--- src/rtl/lsu.sv ---
// Load/store unit: turns decoder memory ops into a valid/grant data-bus
// transaction and returns aligned, sign/zero-extended load data to writeback.

package lsu_pkg;
    typedef enum logic [2:0] {
        MEM_READ_NONE  = 3'd0,
        MEM_READ_BYTE  = 3'd1,
        MEM_READ_HALF  = 3'd2,
        MEM_READ_WORD  = 3'd3,
        MEM_READ_BYTEU = 3'd4,
        MEM_READ_HALFU = 3'd5
    } mem_read_t;

    typedef enum logic [1:0] {
        MEM_WRITE_NONE = 2'd0,
        MEM_WRITE_BYTE = 2'd1,
        MEM_WRITE_HALF = 2'd2,
        MEM_WRITE_WORD = 2'd3
    } mem_write_t;
endpackage

module lsu
    import lsu_pkg::*;
#(
    parameter int unsigned TIMEOUT_CYCLES = 255
) (
    input  logic        clk,
    input  logic        rst,
    input  logic        req_valid,
    input  mem_read_t   mem_read,
    input  mem_write_t  mem_write,
    input  logic [31:0] addr,
    input  logic [31:0] wdata,
    output logic        stall,
    output logic        done,
    output logic [31:0] rdata,
    output logic        misaligned,
    output logic        bus_err,
    output logic        bus_req,
    output logic        bus_we,
    output logic [31:0] bus_addr,
    output logic [3:0]  bus_be,
    output logic [31:0] bus_wdata,
    input  logic        bus_gnt,
    input  logic        bus_rvalid,
    input  logic [31:0] bus_rdata
);

    typedef enum logic [1:0] {S_IDLE, S_REQ, S_WAIT, S_DONE} state_e;
    typedef enum logic [1:0] {SZ_BYTE, SZ_HALF, SZ_WORD} size_e;

    // One spare count above TIMEOUT_CYCLES-1 so a grant on the last cycle
    // can still be followed by a single WAIT cycle without wrapping.
    localparam int unsigned CNT_W = $clog2(TIMEOUT_CYCLES + 1);
    localparam logic [CNT_W-1:0] CNT_LAST = CNT_W'(TIMEOUT_CYCLES - 1);

    state_e            state_q, state_d;
    logic [CNT_W-1:0]  cnt_q, cnt_d;
    logic              bus_req_q, bus_req_d;
    logic              bus_we_q, bus_we_d;
    logic [31:0]       bus_addr_q, bus_addr_d;
    logic [3:0]        bus_be_q, bus_be_d;
    logic [31:0]       bus_wdata_q, bus_wdata_d;
    mem_read_t         rd_op_q, rd_op_d;
    logic [1:0]        off_q, off_d;
    logic [31:0]       rdata_q, rdata_d;
    logic              done_q, done_d;
    logic              misaligned_q, misaligned_d;
    logic              bus_err_q, bus_err_d;

    logic              is_write;
    logic              is_read;
    logic              active;
    logic              aligned;
    size_e             acc_size;
    logic [3:0]        be_new;
    logic [31:0]       wdata_new;

    function automatic logic [31:0] extract(input mem_read_t op,
                                            input logic [1:0] off,
                                            input logic [31:0] d);
        logic [7:0]  b;
        logic [15:0] h;
        b = 8'(d >> {off, 3'b000});
        h = 16'(d >> {off[1], 4'b0000});
        case (op)
            MEM_READ_BYTE:  extract = {{24{b[7]}}, b};
            MEM_READ_BYTEU: extract = {24'd0, b};
            MEM_READ_HALF:  extract = {{16{h[15]}}, h};
            MEM_READ_HALFU: extract = {16'd0, h};
            default:        extract = d;
        endcase
    endfunction

    // Decode of the incoming op: size, alignment and store lane placement.
    always_comb begin
        // NOTE: every variable gets a default first so no path infers a latch.
        is_write  = (mem_write != MEM_WRITE_NONE);
        is_read   = (mem_read != MEM_READ_NONE);
        active    = req_valid && (is_write || is_read);
        acc_size  = SZ_WORD;
        be_new    = 4'b1111;
        wdata_new = wdata;

        if (is_write) begin
            case (mem_write)
                MEM_WRITE_BYTE: acc_size = SZ_BYTE;
                MEM_WRITE_HALF: acc_size = SZ_HALF;
                default:        acc_size = SZ_WORD;
            endcase
        end else begin
            case (mem_read)
                MEM_READ_BYTE, MEM_READ_BYTEU: acc_size = SZ_BYTE;
                MEM_READ_HALF, MEM_READ_HALFU: acc_size = SZ_HALF;
                default:                       acc_size = SZ_WORD;
            endcase
        end

        case (acc_size)
            SZ_BYTE: aligned = 1'b1;
            SZ_HALF: aligned = ~addr[0];
            default: aligned = (addr[1:0] == 2'b00);
        endcase

        if (is_write) begin
            case (acc_size)
                SZ_BYTE: begin
                    be_new    = 4'b0001 << addr[1:0];
                    wdata_new = {4{wdata[7:0]}};
                end
                SZ_HALF: begin
                    be_new    = addr[1] ? 4'b1100 : 4'b0011;
                    wdata_new = {2{wdata[15:0]}};
                end
                default: begin
                    be_new    = 4'b1111;
                    wdata_new = wdata;
                end
            endcase
        end
    end

    always_comb begin
        state_d      = state_q;
        cnt_d        = cnt_q;
        bus_req_d    = bus_req_q;
        bus_we_d     = bus_we_q;
        bus_addr_d   = bus_addr_q;
        bus_be_d     = bus_be_q;
        bus_wdata_d  = bus_wdata_q;
        rd_op_d      = rd_op_q;
        off_d        = off_q;
        rdata_d      = rdata_q;
        done_d       = 1'b0;
        misaligned_d = 1'b0;
        bus_err_d    = 1'b0;

        case (state_q)
            S_IDLE: begin
                if (active && aligned) begin
                    state_d     = S_REQ;
                    cnt_d       = '0;
                    bus_req_d   = 1'b1;
                    bus_we_d    = is_write;
                    bus_addr_d  = {addr[31:2], 2'b00};
                    bus_be_d    = be_new;
                    bus_wdata_d = wdata_new;
                    rd_op_d     = is_write ? MEM_READ_NONE : mem_read;
                    off_d       = addr[1:0];
                end else if (active) begin
                    state_d      = S_DONE;
                    done_d       = 1'b1;
                    misaligned_d = 1'b1;
                end
            end
            S_REQ: begin
                if (bus_gnt) begin
                    cnt_d     = cnt_q + 1'b1;
                    bus_req_d = 1'b0;
                    if (bus_we_q) begin
                        state_d = S_DONE;
                        done_d  = 1'b1;
                    end else begin
                        state_d = S_WAIT;
                    end
                end else if (cnt_q >= CNT_LAST) begin
                    state_d   = S_DONE;
                    done_d    = 1'b1;
                    bus_err_d = 1'b1;
                    bus_req_d = 1'b0;
                    rdata_d   = '0;
                end else begin
                    cnt_d = cnt_q + 1'b1;
                end
            end
            S_WAIT: begin
                if (bus_rvalid) begin
                    state_d = S_DONE;
                    done_d  = 1'b1;
                    rdata_d = extract(rd_op_q, off_q, bus_rdata);
                end else if (cnt_q >= CNT_LAST) begin
                    state_d   = S_DONE;
                    done_d    = 1'b1;
                    bus_err_d = 1'b1;
                    rdata_d   = '0;
                end else begin
                    cnt_d = cnt_q + 1'b1;
                end
            end
            S_DONE: begin
                // The core advances during this cycle, so req_valid is stale.
                state_d = S_IDLE;
            end
            default: begin
                state_d   = S_IDLE;
                bus_req_d = 1'b0;
            end
        endcase
    end

    always_ff @(posedge clk) begin
        if (rst) begin
            state_q      <= S_IDLE;
            cnt_q        <= '0;
            bus_req_q    <= 1'b0;
            bus_we_q     <= 1'b0;
            bus_addr_q   <= '0;
            bus_be_q     <= '0;
            bus_wdata_q  <= '0;
            rd_op_q      <= MEM_READ_NONE;
            off_q        <= '0;
            rdata_q      <= '0;
            done_q       <= 1'b0;
            misaligned_q <= 1'b0;
            bus_err_q    <= 1'b0;
        end else begin
            // NOTE: non-blocking assignments so every flop samples pre-edge values.
            state_q      <= state_d;
            cnt_q        <= cnt_d;
            bus_req_q    <= bus_req_d;
            bus_we_q     <= bus_we_d;
            bus_addr_q   <= bus_addr_d;
            bus_be_q     <= bus_be_d;
            bus_wdata_q  <= bus_wdata_d;
            rd_op_q      <= rd_op_d;
            off_q        <= off_d;
            rdata_q      <= rdata_d;
            done_q       <= done_d;
            misaligned_q <= misaligned_d;
            bus_err_q    <= bus_err_d;
        end
    end

    assign stall      = ((state_q == S_IDLE) && active) ||
                        (state_q == S_REQ) || (state_q == S_WAIT);
    assign done       = done_q;
    assign rdata      = rdata_q;
    assign misaligned = misaligned_q;
    assign bus_err    = bus_err_q;
    assign bus_req    = bus_req_q;
    assign bus_we     = bus_we_q;
    assign bus_addr   = bus_addr_q;
    assign bus_be     = bus_be_q;
    assign bus_wdata  = bus_wdata_q;

endmodule

--- config.mk ---
export PLATFORM = sky130hd
export DESIGN_NAME = lsu
export DESIGN_NICKNAME = d
export VERILOG_FILES = /design/src/rtl/lsu.sv
export SDC_FILE = /design/constraint.sdc
export NUM_CORES = 1
export LEC_CHECK = 0
export CAP_MARGIN = 30
export CORE_ASPECT_RATIO = 1.2
export CORE_UTILIZATION = 48
export DETAILED_ROUTE_END_ITERATION = 8
export PLACE_DENSITY = 0.86
export SETUP_SLACK_MARGIN = 0.3
export SLEW_MARGIN = 10
export SYNTH_ARGS = -nofsm -noshare
export SYNTH_HDL_FRONTEND = slang
export SYNTH_SLANG_ARGS = --single-unit
--- constraint.sdc ---
create_clock -name clk -period 6.4 [get_ports clk]
set_clock_uncertainty 0.15 [all_clocks]
set_input_delay 1.28 -clock clk [delete_from_list [all_inputs] [get_ports clk]]
set_output_delay 1.28 -clock clk [all_outputs]
set_load 0.05 [all_outputs]
==> load_flow_metrics.sql <==
INSERT INTO impl_metrics (metric_group, metric, value, unit) VALUES
('logic_synthesis', 'ys_dominant_reg_cell', 'sky130_fd_sc_hd__dfxtp_1', ''),
('clock_tree', 'tritoncts', 'done', ''),
('logic_synthesis', 'synth-edff-count', '0', ''),
('timing', 'finalCriticalPeriod', '5.18', 'ns'),
('logic_synthesis', 'yosys.area_share.simple', '18.2', '%'),
('flow_run', 'drv_cap', '0', ''),
('grt', 'first_global_vias', '6117', ''),
('floorplanning', 'core', '11600', 'um^2'),
('clock_tree', 'ctsHtreeMaxLevel', '4', ''),
('route', 'wire_per_inst', '17.3', 'um'),
('layout', 'final_cells', '1040', ''),
('min_path', 'timing.hold.worst.start', 'bus_wdata[1]$_SDFFE_PP0P_', ''),
('critical_path', 'arrival', '3.75', 'ns'),
('timing', 'max_slew.worst_pin.slew', '0.980', 'ns'),
('grt', 'largest_net_degree_at_the_start_of_global_routing', '70', ''),
('power', 'post-layout-total-power', '3.07', 'mW'),
('layout', 'most_frequent_cells_in_the_layout', 'sky130_fd_sc_hd__clkdlybuf4s50_1 (208), sky130_fd_sc_hd__nand2_1 (120), sky130_fd_sc_hd__dfxtp_1 (118)', ''),
('logic_synthesis', 'asyncSetResetFlopFracSynth', '0', '%'),
('floorplanning', 'pin_count', '212', ''),
('timing', 'min_period_over_period', '81.0', '%'),
('power', 'vdd_drop_max', '0.227', 'mV'),
('route', 'first_iter_violations', '342', ''),
('power', 'cellLeakagePower', '3.07', 'nW'),
('critical_path', 'path_max_fanout', '13', ''),
('logic_synthesis', 'ys_warn_count', '0', ''),
('logic_synthesis', 'dominant_combinational_cell_family_by_area_after_synthesis', 'compound AO/OA/AOI/OAI gates', ''),
('logic_synthesis', 'syn_avg_cell_area', '8.35', 'um^2'),
('floorplanning', 'die_width', '102', 'um'),
('timing', 'fmaxAchievable', '0.193', 'GHz'),
('route', 'drt_pre_antenna_iters', '7', ''),
('timing', 'setup_slack', '1.22', 'ns'),
('logic_synthesis', 'synthCells', '689', ''),
('layout', 'num_antenna_cells', '0', ''),
('critical_path', 'timing.critical_path.required', '4.97', 'ns'),
('placement', 'dpl.hpwl', '13.0', 'mm'),
('floorplanning', 'die_height', '122', 'um'),
('route', 'ant_nets', '0', ''),
('clock_tree', 'cts_max_path_buffers', '2', ''),
('clock_tree', 'ctsHoldBuffers', '0', ''),
('layout', 'design.final.nets', '985', ''),
('placement', 'numPortBuffers', '209', ''),
('clock_tree', 'clock_latency', '0.41', 'ns'),
('logic_synthesis', 'synth_compound_area_share', '28.6', '%'),
('timing', 'drv_slew', '0', ''),
('logic_synthesis', 'synth_adder_area_share', '1.96', '%'),
('grt', 'globalRouteTotalUtil', '29.7', '%'),
('timing', 'timing.max_slew.rel_slack', '34.3', '%'),
('critical_path', 'r2r_cells', '7', ''),
('clock_tree', 'cts_setup_buffers', '0', ''),
('logic_synthesis', 'post_synth_num_cell_types', '70', ''),
('placement', 'globalplace.congestion', '0.909', ''),
('clock_tree', 'cts-root-buf', 'sky130_fd_sc_hd__clkbuf_16', ''),
('critical_path', 'critical_path.startpoint_type', 'input port', ''),
('min_path', 'min_delay_path_depth', '2', ''),
('logic_synthesis', 'netlist_area', '5750', 'um^2'),
('logic_synthesis', 'post_synth_xor_area_fraction', '0.914', '%'),
('layout', 'commonest_non_fill_non_tap_cell_in_the_layout', 'sky130_fd_sc_hd__clkdlybuf4s50_1', ''),
('route', 'drc_errors', '0', ''),
('logic_synthesis', 'synth.ff_latch_count', '118', ''),
('critical_path', 'cp-end-kind', 'output port', ''),
('placement', 'place_worst_setup_slack', '1.24', 'ns'),
('grt', 'global_route.overflow_total', '0', ''),
('route', 'num_vias', '6107', ''),
('floorplanning', 'die-area', '12400', 'um^2'),
('critical_path', 'ff2ff_setup_slack', '3.51', 'ns'),
('run_status', 'outcome', 'completed', ''),
('timing', 'timing_hold_violations_final', '0', ''),
('layout', 'syn_to_final_growth', '47.2', '%'),
('logic_synthesis', 'synth.mux.area_fraction', '3.15', '%'),
('critical_path', 'timing.setup.critical_path_class', 'input port to output port', ''),
('timing', 'setup_repair_after_global_routing_missed_its_margin', 'no', '');
[worst max-delay path, cell delays in order]
cell and delay, ns:
sky130_fd_sc_hd__clkdlybuf4s50_1 0.43, sky130_fd_sc_hd__inv_1 0.07, sky130_fd_sc_hd__ha_1 0.40, sky130_fd_sc_hd__nor4b_2 0.50
sky130_fd_sc_hd__or2_2 0.26, sky130_fd_sc_hd__nand2_1 0.08, sky130_fd_sc_hd__clkdlybuf4s50_1 0.73
[area by class of cell]
cell class                 instances  area, um^2
clock buffer                      20         467
clock inverter                    12         175
fill                             882        3150
inverter                          21        78.8
multi-input combinational        497        3060
sequential                       118        2360
tap                              157         196
timing repair buffer             215        2130
[state kept, by name, indices dropped and copies added (netlist names)]
name / flops
state_q: 2
bus_addr: 30
rdata: 32
off_q: 2
misaligned: 1
rd_op_q: 3
done: 1
cnt_q: 8
bus_req: 1
bus_err: 1
bus_wdata: 32
bus_be: 4
bus_we: 1
[power by group]
part | leakage [nW] | internal [mW] | switching [mW]
sequential | 0.960 | 0.839 | 0.0732
clock | 0.308 | 0.681 | 0.347
combinational | 1.81 | 0.387 | 0.744
[stage by stage]
stage | hold slack (ns) | area [um^2]
finish | 0.305 | 8470
global route | 0.325 | 8470
CTS | 0.306 | 8470
detailed placement | 0.299 | 7830
global placement | 0.291 | 7830
floorplan | 0.321 | 5760
[how the worst max path moves through the flow]
stage,start,endpoint,slack [ns],depth (start not counted)
2_1_floorplan,mem_write[0],stall,2.43,6
3_3_place_gp,mem_write[0],stall,1.35,7
3_5_place_dp,mem_write[1],stall,1.24,7
4_1_cts,mem_write[1],stall,1.23,7
5_1_grt,mem_write[0],stall,1.12,7
6_report,mem_write[1],stall,1.22,7
[synth_stat cells, types with 7 or more instances]
master / count / area share (%)
sky130_fd_sc_hd__a221o_1: 27 / 4.7
sky130_fd_sc_hd__nand2_1: 120 / 7.8
sky130_fd_sc_hd__a21o_1: 9 / 1.2
sky130_fd_sc_hd__a22o_1: 9 / 1.4
sky130_fd_sc_hd__a22oi_1: 8 / 1.0
sky130_fd_sc_hd__mux2i_1: 8 / 1.4
sky130_fd_sc_hd__a311oi_1: 8 / 1.2
sky130_fd_sc_hd__a211oi_1: 9 / 1.2
sky130_fd_sc_hd__o31ai_1: 12 / 1.6
sky130_fd_sc_hd__clkbuf_1: 24 / 1.6
sky130_fd_sc_hd__inv_1: 20 / 1.3
sky130_fd_sc_hd__dfxtp_1: 118 / 41
sky130_fd_sc_hd__ha_1: 9 / 2.0
sky130_fd_sc_hd__nand3_1: 23 / 2.0
sky130_fd_sc_hd__buf_2: 18 / 1.6
sky130_fd_sc_hd__o21ai_0: 36 / 3.1
sky130_fd_sc_hd__o211ai_1: 7 / 0.91
sky130_fd_sc_hd__a21oi_1: 70 / 6.1
sky130_fd_sc_hd__nor3_1: 7 / 0.61
sky130_fd_sc_hd__mux2_2: 9 / 1.8
sky130_fd_sc_hd__nor2_1: 38 / 2.5
[per-layer routing]
layer	vias to the layer above	GRT usage (%)	part of all wire (%)
met2	322	51.6	49
met5	-	0	0.056
met4	2	14.4	3.3
li1	2885	-	-
met3	52	10.2	10
met1	2846	31.9	38
[cell families (layout without fill, tap and decap cells)]
group | count (synthesis) | after routing
AOI/OAI and AO/OA | 235 | 235
and+or+nand+nor | 228 | 228
DFF | 118 | 118
buffers and inverters | 75 | 268
muxes | 17 | 17
adders and majority gates | 9 | 9
xor gates and xnor gates | 6 | 6
other | 1 | 2
No activity file was read; power rests on OpenSTA's default activity.
